`src/rtl/seg_ctrl_pkg.sv`:
```
// Shared types and constants for the segment load controller.
// Holds the controller state encoding and the BCD digit helpers.
package seg_ctrl_pkg;

   typedef enum logic [1:0] {
      IDLE = 2'd0,
      LOAD = 2'd1,
      RUN  = 2'd2
   } state_e;

   typedef logic [3:0] digit_t;

   localparam digit_t BCD_MAX = 4'd9;

   // Switch values above 9 clamp to 9 so the bank always holds valid BCD.
   function automatic digit_t sat_bcd(input logic [3:0] v);
      return (v > BCD_MAX) ? BCD_MAX : v;
   endfunction

endpackage

```
`src/rtl/edge_det.sv`:
```
// Rising-edge detector for an already-synchronized level input.
// rise is high for the cycle after the first high sample of din.
module edge_det (
   input  logic clk,
   input  logic reset,
   input  logic din,
   output logic rise
);

   logic sample_q;
   logic prev_q;

   always_ff @(posedge clk or posedge reset) begin
      if (reset) begin
         sample_q <= 1'b0;
         prev_q   <= 1'b0;
      end else begin
         sample_q <= din;
         prev_q   <= sample_q;
      end
   end

   assign rise = sample_q & ~prev_q;

endmodule

```
`src/rtl/seg_load_ctrl.sv`:
```
// Digit bank controller: buttons queue per-digit loads served round-robin,
// start toggles a BCD up-counter driven by tick.
module seg_load_ctrl
   import seg_ctrl_pkg::*;
#(
   parameter int NUM_DIGITS = 4
) (
   input  logic                    clk,
   input  logic                    reset,
   input  logic [NUM_DIGITS-1:0]   btn,
   input  logic                    start_btn,
   input  logic [3:0]              sw,
   input  logic                    tick,
   output logic [4*NUM_DIGITS-1:0] digits,
   output logic [NUM_DIGITS-1:0]   load_ack,
   output logic                    running,
   output logic                    wrap
);

   localparam int PW = (NUM_DIGITS > 1) ? $clog2(NUM_DIGITS) : 1;

   logic [NUM_DIGITS-1:0]   btn_rise;
   logic                    start_rise;

   state_e                  state_q, state_d;
   logic [NUM_DIGITS-1:0]   pending_q, pending_d;
   logic [PW-1:0]           ptr_q, ptr_d;
   logic [4*NUM_DIGITS-1:0] digits_q, digits_d;
   logic [NUM_DIGITS-1:0]   load_ack_q, load_ack_d;
   logic                    wrap_q, wrap_d;

   logic                    grant_found;
   logic [PW-1:0]           grant_idx;
   logic                    grant_valid;
   logic [4*NUM_DIGITS-1:0] digits_inc;
   logic                    inc_carry;

   for (genvar g = 0; g < NUM_DIGITS; g++) begin : g_btn_edge
      edge_det u_btn_edge (
         .clk   (clk),
         .reset (reset),
         .din   (btn[g]),
         .rise  (btn_rise[g])
      );
   end

   edge_det u_start_edge (
      .clk   (clk),
      .reset (reset),
      .din   (start_btn),
      .rise  (start_rise)
   );

   // Round-robin search: first pending digit at or after ptr_q, wrapping.
   always_comb begin
      grant_found = 1'b0;
      grant_idx   = '0;
      for (int k = 0; k < NUM_DIGITS; k++) begin
         int idx;
         idx = int'(ptr_q) + k;
         if (idx >= NUM_DIGITS) idx = idx - NUM_DIGITS;
         if (!grant_found && pending_q[idx]) begin
            grant_found = 1'b1;
            grant_idx   = PW'(idx);
         end
      end
   end

   assign grant_valid = (state_q == LOAD) && grant_found;

   // Ripple-carry BCD increment; inc_carry out of the top digit means rollover.
   always_comb begin
      digits_inc = digits_q;
      inc_carry  = 1'b1;
      for (int i = 0; i < NUM_DIGITS; i++) begin
         if (inc_carry) begin
            if (digits_q[4*i +: 4] == BCD_MAX) begin
               digits_inc[4*i +: 4] = 4'd0;
            end else begin
               digits_inc[4*i +: 4] = digits_q[4*i +: 4] + 4'd1;
               inc_carry            = 1'b0;
            end
         end
      end
   end

   always_comb begin
      state_d    = state_q;
      ptr_d      = ptr_q;
      digits_d   = digits_q;
      load_ack_d = '0;
      wrap_d     = 1'b0;
      pending_d  = pending_q;

      if (grant_valid) begin
         pending_d[grant_idx]          = 1'b0;
         load_ack_d[grant_idx]         = 1'b1;
         digits_d[4*int'(grant_idx) +: 4] = sat_bcd(sw);
         ptr_d = (grant_idx == PW'(NUM_DIGITS - 1)) ? '0 : grant_idx + PW'(1);
      end
      // New edges OR in after the clear, so a re-press during its own grant survives.
      pending_d = pending_d | btn_rise;

      unique case (state_q)
         IDLE: begin
            if (start_rise)             state_d = RUN;
            else if (pending_q != '0)   state_d = LOAD;
         end
         LOAD: begin
            if (start_rise)             state_d = RUN;
            else if (pending_d == '0)   state_d = IDLE;
         end
         RUN: begin
            if (tick) begin
               digits_d = digits_inc;
               wrap_d   = inc_carry;
            end
            if (start_rise)             state_d = IDLE;
         end
         default:                       state_d = IDLE;
      endcase
   end

   always_ff @(posedge clk or posedge reset) begin
      if (reset) begin
         state_q    <= IDLE;
         pending_q  <= '0;
         ptr_q      <= '0;
         digits_q   <= '0;
         load_ack_q <= '0;
         wrap_q     <= 1'b0;
      end else begin
         state_q    <= state_d;
         pending_q  <= pending_d;
         ptr_q      <= ptr_d;
         digits_q   <= digits_d;
         load_ack_q <= load_ack_d;
         wrap_q     <= wrap_d;
      end
   end

   assign digits   = digits_q;
   assign load_ack = load_ack_q;
   assign wrap     = wrap_q;
   assign running  = (state_q == RUN);

endmodule

```
`config.mk`:
```
export PLATFORM = sky130hd
export DESIGN_NAME = seg_load_ctrl
export DESIGN_NICKNAME = d
export VERILOG_FILES = /design/src/rtl/seg_ctrl_pkg.sv /design/src/rtl/edge_det.sv /design/src/rtl/seg_load_ctrl.sv
export SDC_FILE = /design/constraint.sdc
export NUM_CORES = 1
export LEC_CHECK = 0
export ABC_CLOCK_PERIOD_IN_PS = 5400
export BUFFER_PORTS_ARGS = -buffer_cell sky130_fd_sc_hd__buf_4
export CAP_MARGIN = 30
export CORE_MARGIN = 2
export CORE_UTILIZATION = 52
export CTS_CLUSTER_SIZE = 24
export DETAILED_ROUTE_END_ITERATION = 6
export GPL_TIMING_DRIVEN = 0
export PLACE_DENSITY = 0.74
export SKIP_CTS_REPAIR_TIMING = 1
export SLEW_MARGIN = 15
export SYNTH_ARGS = -nofsm -noshare
export SYNTH_HDL_FRONTEND = slang
export SYNTH_HIERARCHICAL = 1
export SYNTH_SLANG_ARGS = --single-unit
```
`constraint.sdc`:
```
create_clock -name clk -period 5.4 [get_ports clk]
set_clock_uncertainty 0.1 [all_clocks]
set_input_delay 0.27 -clock clk [delete_from_list [all_inputs] [get_ports clk]]
set_output_delay 0.27 -clock clk [all_outputs]
set_load 0.1 [all_outputs]
```
==> results.json, run 1 <==
{
  "synthSimpleGateAreaFrac_pct": 25.7,
  "die_h_um": 68.5,
  "cts_buffers": 5,
  "critPathRequiredTime_ns": 5.51,
  "final_cells": 319,
  "ant_nets": 0,
  "placed_cells": 305,
  "viasPerCell": 5.73,
  "dp_hpwl_um": 3390,
  "tritoncts": "done",
  "synth_xor_area_share_pct": 0.810,
  "std_cell_rows": 23,
  "postLayoutCoreUtil_pct": 66.9,
  "hold_viol": 0,
  "drtIter0Drc": 99,
  "top_layer": "met4",
  "first_pass_iters": 4,
  "io_buffers": 33,
  "critPathCaptureType": "flip-flop",
  "synth_edf_count": 0,
  "synth_nets": 240,
  "setup_ws_ns": 2.53,
  "core-area_sq_um": 4000,
  "crit_chain": "nand2b_1 -> nand2_1 -> a221oi_1 -> inv_1 -> ha_1 -> and4b_1 -> nand3_1 -> o21a_1 -> o21ai_0",
  "worst_pin_slew_ns": 0.716,
  "cp.arrival_ns": 2.98,
  "critPathMaxStageDelay_ns": 0.66,
  "start_util_pct": 54.1,
  "clkSlewWorstSetupHoldPaths_ns": 0.08,
  "criticalPathCategory": "flip-flop to flip-flop",
  "crit_family": "compound AO/OA/AOI/OAI gates",
  "drv_slew": 0,
  "timing.fmax_mhz": 349,
  "fin_nets": 287,
  "avgSynthCellArea_sq_um": 9.79,
  "multiInputGateArea_sq_um": 1070,
  "cts_sinks": 39,
  "synth_cells": 221,
  "synth_top_area_share_pct": 45.1,
  "synth.area.mux_share_pct": 2.43,
  "ys_types": 46,
  "grt_usage_pct": 21.6,
  "hold_class": "input port to flip-flop",
  "antenna_found_initial": 0,
  "nFillCells": 325,
  "hp-start": "sw[3]",
  "synthAdderAreaFrac_pct": 4.05,
  "critPathLaunch": "pending_q[3]",
  "synth_flop_cell": "dfrtp_1",
  "die_x_um": 68.5,
  "globalplace.congestion": 0.814,
  "dr_wl_met2_um": 2230,
  "synth_compound_area_share_pct": 16.6,
  "ys.warnings.count": 6,
  "syn_area_sq_um": 2160,
  "outcome": "finished clean",
  "num_vias": 1827,
  "relSlewSlack_pct": 52.3,
  "yosys.area.top_type": "dfrtp_1",
  "drive_above_1_share_pct": 22.7,
  "final.setup.tns_ns": 0,
  "worstReg2RegStart": "pending_q[3]",
  "drcViolationCount": 0,
  "worstPathMaxFanout": 6,
  "period_needed_ns": 2.87,
  "cts_buffer_depth": 2,
  "overflow": 0,
  "synth_area_leaders": "dfrtp_1 45%, ha_1 4.0%, nand3_1 3.9%",
  "grt_start_max_net_pins": 20,
  "routed_wl_um": 4670,
  "dieArea_sq_um": 4690,
  "cp.buffers_inverters": 1,
  "wl_per_cell_um": 14.6,
  "syn_to_final_growth_pct": 23.8,
  "startpoint_type": "flip-flop",
  "wl_met3_um": 173,
  "cts_root_buffer": "clkbuf_8",
  "ys_ff_latch": 39,
  "rsz0062_at_grt": "no",
  "grt_pass1_vias": 1647,
  "finalSetupViolations": 0,
  "synthArstFlopShare_pct": 100,
  "insertion_delay_ns": 0.30,
  "finalCritPeriodShare_pct": 53.1,
  "grt_pass1_wl_um": 7430,
  "maxCapViolations": 0,
  "antenna_cells": 0,
  "io_pins": 34,
  "h-tree-depth": 2,
  "met1_length_um": 2200,
  "dp_slack_ns": 2.58,
  "cp_slowest_cell": "a221oi_1",
  "ys_seq_area_share_pct": 45.1,
  "synth_top_family_by_area": "simple AND/OR/NAND/NOR gates",
  "ff_latch_area_sq_um": 976
}
==> through the flow <==
step                      hold slack [ns]  cell area (sq um)
after floorplan                   -0.0888               2160
after global placement             0.0637               2470
after detailed placement           0.0693               2500
after CTS                          -0.259               2620
after global routing                0.191               2680
final                               0.180               2680
==> worst register-to-register path, stage by stage (launching register included) <==
cell,delay [ns]
dfrtp_1,0.44
nand2b_1,0.18
nand2_1,0.07
a221oi_1,0.66
inv_1,0.19
ha_1,0.33
and4b_1,0.27
nand3_1,0.17
o21a_1,0.24
o21ai_0,0.15
==> worst paths after layout <==
check | to | slack [ns] | depth (start not counted)
max | digits[15] | 2.53 | 9
min | digits[3] | 0.18 | 3
max reg2reg | digits[15] | 2.53 | 9
min reg2reg | g_btn_edge[3].u_btn_edge/prev_q | 0.29 | 0
max in group asynchronous | digits[5] | 4.24 | 4
min in group asynchronous | g_btn_edge[0].u_btn_edge/sample_q | 0.30 | 3
==> area by class of cell <==
type                       instances  share of cell area [%]
multi-input combinational        158                    40.0
sequential                        39                    36.4
timing repair buffer              40                    12.5
clock buffer                       5                    2.57
tap                               50                    2.34
inverter                          16                    2.24
buffer                             8                    2.06
clock inverter                     3                    1.78
==> flip-flops by register name, indices dropped and copies added (netlist names) <==
signal / cells
wrap: 1
u_start_edge/sample_q: 1
g_btn_edge.u_btn_edge/sample_q: 4
state_q: 2
ptr_q: 2
digits: 16
g_btn_edge.u_btn_edge/prev_q: 4
load_ack: 4
u_start_edge/prev_q: 1
pending_q: 4
==> kinds of logic after synthesis <==
| group | Yosys count |
|---|---|
| adder cells (fa/ha/maj) | 7 |
| multiplexers | 5 |
| buffers and inverters | 24 |
| AND/OR/NAND/NOR | 92 |
| flip-flops | 39 |
| AO/OA/AOI/OAI | 52 |
| XOR/XNOR | 2 |
==> metal layers <==
layer	global-route usage, %	vias up
li1	-	893
met1	29.8	888
met2	33.4	41
met3	3.57	5
met4	9.50	0
met5	0	-
==> synthesized netlist by cell type, types with 4 or more instances <==
library cell,instances
ha_1,7
nor3_1,4
and3_1,4
nor2_1,8
nand2_1,21
o221ai_1,7
inv_1,16
a21oi_1,12
nand2b_1,5
dfrtp_1,39
o21ai_0,10
nand3_1,17
nor2b_1,6
nand4_1,6
a21o_1,4
nor2b_4,6
==> layout by cell type, fill, tap and decap left out, types with 4 or more instances in the layout <==
cell type / synthesis / routed
nand2b_1: 5 / 5
nor2_1: 8 / 8
clkbuf_8: 0 / 5
o21ai_0: 10 / 10
nor2b_4: 6 / 6
nand4_1: 6 / 6
nor2b_1: 6 / 6
ha_1: 7 / 7
inv_1: 16 / 16
dfrtp_1: 39 / 39
dlygate4sd3_1: 0 / 6
o221ai_1: 7 / 7
nand2_1: 21 / 21
a21oi_1: 12 / 12
nand3_1: 17 / 17
a21o_1: 4 / 4
and3_1: 4 / 4
nor3_1: 4 / 4
buf_4: 0 / 33
Power of run 1 is not shown: default switching activity piles up to over one toggle a cycle in this logic, so the estimate is an artifact.
==> run 2: changes to the inputs <==
--- a/config.mk
+++ b/config.mk
@@ -5,15 +5,15 @@
 export SDC_FILE = /design/constraint.sdc
 export NUM_CORES = 1
 export LEC_CHECK = 0
-export ABC_CLOCK_PERIOD_IN_PS = 5400
+export ABC_CLOCK_PERIOD_IN_PS = 2350
 export BUFFER_PORTS_ARGS = -buffer_cell sky130_fd_sc_hd__buf_4
 export CAP_MARGIN = 30
 export CORE_MARGIN = 2
-export CORE_UTILIZATION = 52
+export CORE_UTILIZATION = 51
 export CTS_CLUSTER_SIZE = 24
 export DETAILED_ROUTE_END_ITERATION = 6
 export GPL_TIMING_DRIVEN = 0
-export PLACE_DENSITY = 0.74
+export PLACE_DENSITY = 0.76
 export SKIP_CTS_REPAIR_TIMING = 1
 export SLEW_MARGIN = 15
 export SYNTH_ARGS = -nofsm -noshare
==> constraint.sdc (replaced) <==
create_clock -name clk -period 2.35 [get_ports clk]
set_clock_uncertainty 0.1 [all_clocks]
set_input_delay 0.1175 -clock clk [delete_from_list [all_inputs] [get_ports clk]]
set_output_delay 0.1175 -clock clk [all_outputs]
set_load 0.1 [all_outputs]
==> run 2 against run 1 <==
  * Via count is 3.5% higher
  * Worst hold slack worse by 0.18 ns
  * Design area increased by 6.4%
  * Setup slack worse by 2.5 ns
  * Flip-flop and latch count unchanged
  * Critical path type unchanged
  * Largest cell class unchanged
  * Highest routed layer unchanged
==> results.json, run 2 (synthesized netlist as in run 1, its figures left out) <==
{
  "outcome": "finished clean",
  "startpoint_type": "flip-flop",
  "grt_pass1_vias": 1694,
  "place_area_sq_um": 2510,
  "nFillCells": 301,
  "antenna_found_initial": 0,
  "rrSetupSlack_ns": 0.06,
  "routed_wl_um": 5060,
  "crit_chain": "nand2b_4 -> nand2_1 -> a221oi_4 -> buf_4 -> buf_4 -> ha_4 -> nand2_4 -> or4_4 -> o311ai_1",
  "largest_register_ffs": 16,
  "overflow": 0,
  "io_pins": 34,
  "worst_pin_slew_ns": 0.507,
  "std_cell_rows": 23,
  "dieArea_sq_um": 4780,
  "critPathCaptureType": "flip-flop",
  "h-tree-depth": 2,
  "num_vias": 1891,
  "dp_hpwl_um": 3410,
  "grt_usage_pct": 20.7,
  "hold_class": "input port to flip-flop",
  "wl_per_cell_um": 15.4,
  "tritoncts": "done",
  "syn_to_final_growth_pct": 31.8,
  "crit_family": "simple AND/OR/NAND/NOR gates",
  "worstReg2RegStart": "pending_q[3]",
  "maxCapViolations": 0,
  "cts_sinks": 39,
  "antenna_cells": 0,
  "drive_above_1_share_pct": 31.2,
  "wl_met3_um": 294,
  "hp-start": "sw[3]",
  "clkSlewWorstSetupHoldPaths_ns": 0.08,
  "insertion_delay_ns": 0.30,
  "critPathRequiredTime_ns": 2.46,
  "final.setup.tns_ns": 0,
  "drcViolationCount": 0,
  "finalSetupViolations": 0,
  "worst_path_most_repeated_cell": "buf_4",
  "final_cell_mix": "44 x buf_4, 36 x dfrtp_1, 21 x nand2_1, 15 x nand3_1, 14 x inv_1",
  "met1_length_um": 2250,
  "cp.buffers_inverters": 2,
  "mostFrequentLayoutCell": "buf_4",
  "ant_nets": 0,
  "drtIter0Drc": 125,
  "io_buffers": 33,
  "setup_ws_ns": 0.0565,
  "dp_slack_ns": -0.338,
  "ff_latch_area_sq_um": 980,
  "critPathLaunch": "pending_q[3]",
  "timing.fmax_mhz": 436,
  "final_cell_area_sq_um": 2850,
  "critPathMaxStageDelay_ns": 0.48,
  "cts_buffers": 5,
  "fin_nets": 297,
  "dr_wl_met2_um": 2440,
  "grt_start_max_net_pins": 21,
  "hold_viol": 0,
  "multiInputGateArea_sq_um": 1170,
  "start_util_pct": 53.7,
  "first_pass_iters": 4,
  "finalCritPeriodShare_pct": 97.6,
  "die_x_um": 69.1,
  "viasPerCell": 5.75,
  "criticalPathCategory": "flip-flop to flip-flop",
  "drv_slew": 0,
  "globalplace.congestion": 0.845,
  "cp_slowest_cell": "or4_4",
  "core-area_sq_um": 4030,
  "worstPathMaxFanout": 7,
  "grt_pass1_wl_um": 7820,
  "die_h_um": 69.1,
  "cts_root_buffer": "clkbuf_8",
  "period_needed_ns": 2.29,
  "fin_hold_ws_ns": 0.00264,
  "cts_buffer_depth": 2,
  "top_layer": "met4",
  "relSlewSlack_pct": 66.2,
  "cp.arrival_ns": 2.40
}
## run 2: cell count changes in the layout (fill, tap and decap cells not counted), moves of 2 or more
cell,change
ha_4,+3
inv_1,-2
nand3_2,+2
ha_1,-3
nand3_1,-2
dfrtp_2,+3
dfrtp_1,-3
buf_4,+11
## run 2: worst register-to-register path, cell delays in order (launching register included)
cell      delay (ns)
dfrtp_2         0.42
nand2b_4        0.15
nand2_1         0.08
a221oi_4        0.39
buf_4           0.18
buf_4           0.11
ha_4            0.14
nand2_4         0.07
or4_4           0.48
o311ai_1        0.08
## run 2: final timing paths
check | end | depth (start not counted)
max in group asynchronous | ptr_q[1] | 4
min in group asynchronous | u_start_edge/sample_q | 3
worst max register to register | digits[10] | 9
worst min register to register | g_btn_edge[3].u_btn_edge/prev_q | 0
worst max-delay path | digits[10] | 9
worst min-delay path | digits[3] | 3
## run 2: layout make-up
cell class                 count  area share [%]
timing repair buffer          51            14.7
sequential                    39            34.4
tap                           50            2.19
clock buffer                   5            2.41
buffer                         7            1.54
inverter                      16            2.24
multi-input combinational    158            40.9
clock inverter                 3            1.67
## run 2: layer usage
layer | vias up | GRT usage, %
met3 | 8 | 5.12
met5 | - | 0
met4 | 0 | 6.97
li1 | 922 | -
met1 | 905 | 28.7
met2 | 56 | 31.7
## run 2: through the flow
stage | instances | util (%)
2_1_floorplan | 221 | -
3_3_place_gp | 304 | 61.7
3_5_place_dp | 305 | 62.4
4_1_cts | 313 | 65.3
5_1_grt | 329 | 70.7
6_report | 329 | 70.7
Power of run 2 is left out for the same reason.
==> run 3: changes to the inputs <==
--- a/config.mk
+++ b/config.mk
@@ -5,11 +5,12 @@
 export SDC_FILE = /design/constraint.sdc
 export NUM_CORES = 1
 export LEC_CHECK = 0
+export ABC_AREA = 1
 export ABC_CLOCK_PERIOD_IN_PS = 2350
 export BUFFER_PORTS_ARGS = -buffer_cell sky130_fd_sc_hd__buf_4
 export CAP_MARGIN = 30
 export CORE_MARGIN = 2
-export CORE_UTILIZATION = 51
+export CORE_UTILIZATION = 52
 export CTS_CLUSTER_SIZE = 24
 export DETAILED_ROUTE_END_ITERATION = 6
 export GPL_TIMING_DRIVEN = 0
==> run 3 against run 2 <==
  * The run now ends with setup timing left
  * Worst hold slack better by 0.13 ns
  * Flip-flop and latch count did not move
  * Clock-buffer cell count did not move
  * Wire length increased by 26%
  * Setup slack worse by 0.42 ns
  * Global-route usage increased by 1.9 points
  * Non-clock buffer count is 7 higher
  * Critical path depth grew 11
  * Die area rose by 7.3%
  * First-iteration DRC count increased by 78%
  * Largest cell class unchanged
==> results.json, run 3 <==
{
  "worst_pin_slew_ns": 0.572,
  "synthArstFlopShare_pct": 100,
  "syn_area_sq_um": 2380,
  "final_cells": 456,
  "critPathCaptureType": "flip-flop",
  "drive_above_1_share_pct": 34.9,
  "nFillCells": 323,
  "ys_types": 31,
  "io_buffers": 33,
  "synth_nets": 356,
  "worst_path_most_repeated_cell": "nand2_1",
  "maxCapViolations": 0,
  "relSlewSlack_pct": 61.8,
  "cp.arrival_ns": 2.86,
  "critPathRequiredTime_ns": 2.49,
  "grt_usage_pct": 22.5,
  "synth_edf_count": 0,
  "drcViolationCount": 0,
  "grt_pass1_vias": 2031,
  "startpoint_type": "flip-flop",
  "synth_top_area_share_pct": 41.1,
  "cp_slowest_cell": "dfrtp_1",
  "syn_to_final_growth_pct": 39.4,
  "ys_seq_area_share_pct": 41.1,
  "critPathMaxStageDelay_ns": 0.38,
  "cts_buffer_depth": 2,
  "num_vias": 2401,
  "failed_checks": "setup timing",
  "hold_class": "input port to flip-flop",
  "critPathLaunch": "ptr_q[0]",
  "ys_ff_latch": 39,
  "synth_most_common_cell": "nand2_1",
  "drtIter0Drc": 222,
  "criticalPathCategory": "flip-flop to flip-flop",
  "finalSetupViolations": 21,
  "cts_root_buffer": "clkbuf_8",
  "worstReg2RegStart": "ptr_q[0]",
  "synth_common_cells": "94 x nand2_1, 55 x inv_1, 39 x dfrtp_1",
  "dp_hpwl_um": 4110,
  "die_h_um": 71.6,
  "grt_pass1_wl_um": 9200,
  "clkSlewWorstSetupHoldPaths_ns": 0.09,
  "dieArea_sq_um": 5130,
  "h-tree-depth": 2,
  "synth_area_leaders": "dfrtp_1 41%, nand2_1 15%, inv_1 8.7%",
  "period_needed_ns": 2.72,
  "synth_cells": 337,
  "hp-start": "sw[3]",
  "outcome": "finished with violations",
  "start_util_pct": 54.2,
  "placed_cells": 423,
  "rsz0062_at_grt": "yes",
  "setup_ws_ns": -0.366,
  "fin_hold_ws_ns": 0.129,
  "cts_buffers": 5,
  "mostFrequentLayoutCell": "nand2_1",
  "antenna_cells": 0,
  "viasPerCell": 5.27,
  "first_pass_iters": 5,
  "antenna_found_initial": 0,
  "drv_slew": 0,
  "cp.buffers_inverters": 7,
  "globalplace.congestion": 0.864,
  "worstPathMaxFanout": 9,
  "core-area_sq_um": 4380,
  "die_x_um": 71.6,
  "timing.fmax_mhz": 368,
  "avgSynthCellArea_sq_um": 7.05,
  "ys.warnings.count": 6,
  "hold_viol": 0,
  "grt_start_max_net_pins": 19,
  "largest_register_ffs": 16,
  "cts_sinks": 39,
  "routed_wl_um": 6390,
  "fin_nets": 422,
  "wl_per_cell_um": 14.0,
  "crit_chain": "buf_6 -> nand2_1 -> nand3_2 -> nand2_2 -> inv_2 -> buf_4 -> nand2_1 -> nand2_1 -> nand3_4 -> buf_8 -> inv_4 -> ha_4 -> inv_4 -> nor2_4 -> inv_2 -> nor2_4 -> nand2_1 -> nand2_1 -> nand2_1 -> nand2_1",
  "insertion_delay_ns": 0.30,
  "final_cell_mix": "76 x nand2_1, 50 x buf_4, 43 x inv_1, 38 x dfrtp_1, 23 x a21oi_1",
  "overflow": 0,
  "crit_family": "simple AND/OR/NAND/NOR gates",
  "finalCritPeriodShare_pct": 116,
  "synth_flop_cell": "dfrtp_1",
  "std_cell_rows": 24,
  "ant_nets": 0,
  "yosys.area.top_type": "dfrtp_1",
  "io_pins": 34,
  "tritoncts": "done"
}
run 3: cells by family after synthesis:
logic type               after synthesis  share of synthesized area, %
adder cells (fa/ha/maj)                7                          3.68
buffers and inverters                 64                          11.2
AND/OR/NAND/NOR                      171                          30.6
AO/OA/AOI/OAI                         54                          12.8
flip-flops                            39                          41.1
XOR/XNOR                               2                         0.737
run 3: worst paths after layout:
path	end	slack, ns	depth (start not counted)
min in group asynchronous	g_btn_edge[3].u_btn_edge/sample_q	0.15	3
worst min-delay path	digits[2]	0.13	4
max in group asynchronous	ptr_q[1]	1.30	4
worst max-delay path	digits[5]	-0.37	20
worst min register to register	g_btn_edge[0].u_btn_edge/prev_q	0.28	0
worst max register to register	digits[5]	-0.37	20
run 3: cell type report:
type                    instances  area, sq um  area share [%]
plain buffers                   6         43.8            1.32
clock buffers                   5         68.8            2.08
clock inverters                 3         47.5            1.43
inverters                      58          243            7.32
multi-input cells             234         1380            41.8
flip-flops and latches         39          977            29.5
well taps                      52         65.1            1.96
repair buffers                 59          485            14.6
run 3: tightest hold or removal path, stage by stage:
cell and delay, ns:
buf_4 0.09, nor2_1 0.09, nand4_1 0.12, a21oi_1 0.07
run 3: per-layer routing:
layer / vias to the layer above / share of wire (%) / track usage [%]
li1: 1195 / - / -
met1: 1093 / 42 / 31.5
met2: 89 / 49 / 36.5
met3: 24 / 5.7 / 4.92
met4: 0 / 3.0 / 4.40
met5: - / 0 / 0
run 3: stage by stage:
step	area, sq um	TNS (ns)	worst slack (ns)	util (%)
after floorplan	2410	-0.0120	-0.0120	-
after global placement	2730	-2.44	-0.259	62.2
after detailed placement	2750	-3.25	-0.335	62.8
after CTS	2870	-3.65	-0.370	65.5
after global routing	3310	-7.44	-0.534	75.6
final	3310	-4.36	-0.366	75.6
Power of run 3 is left out for the same reason.
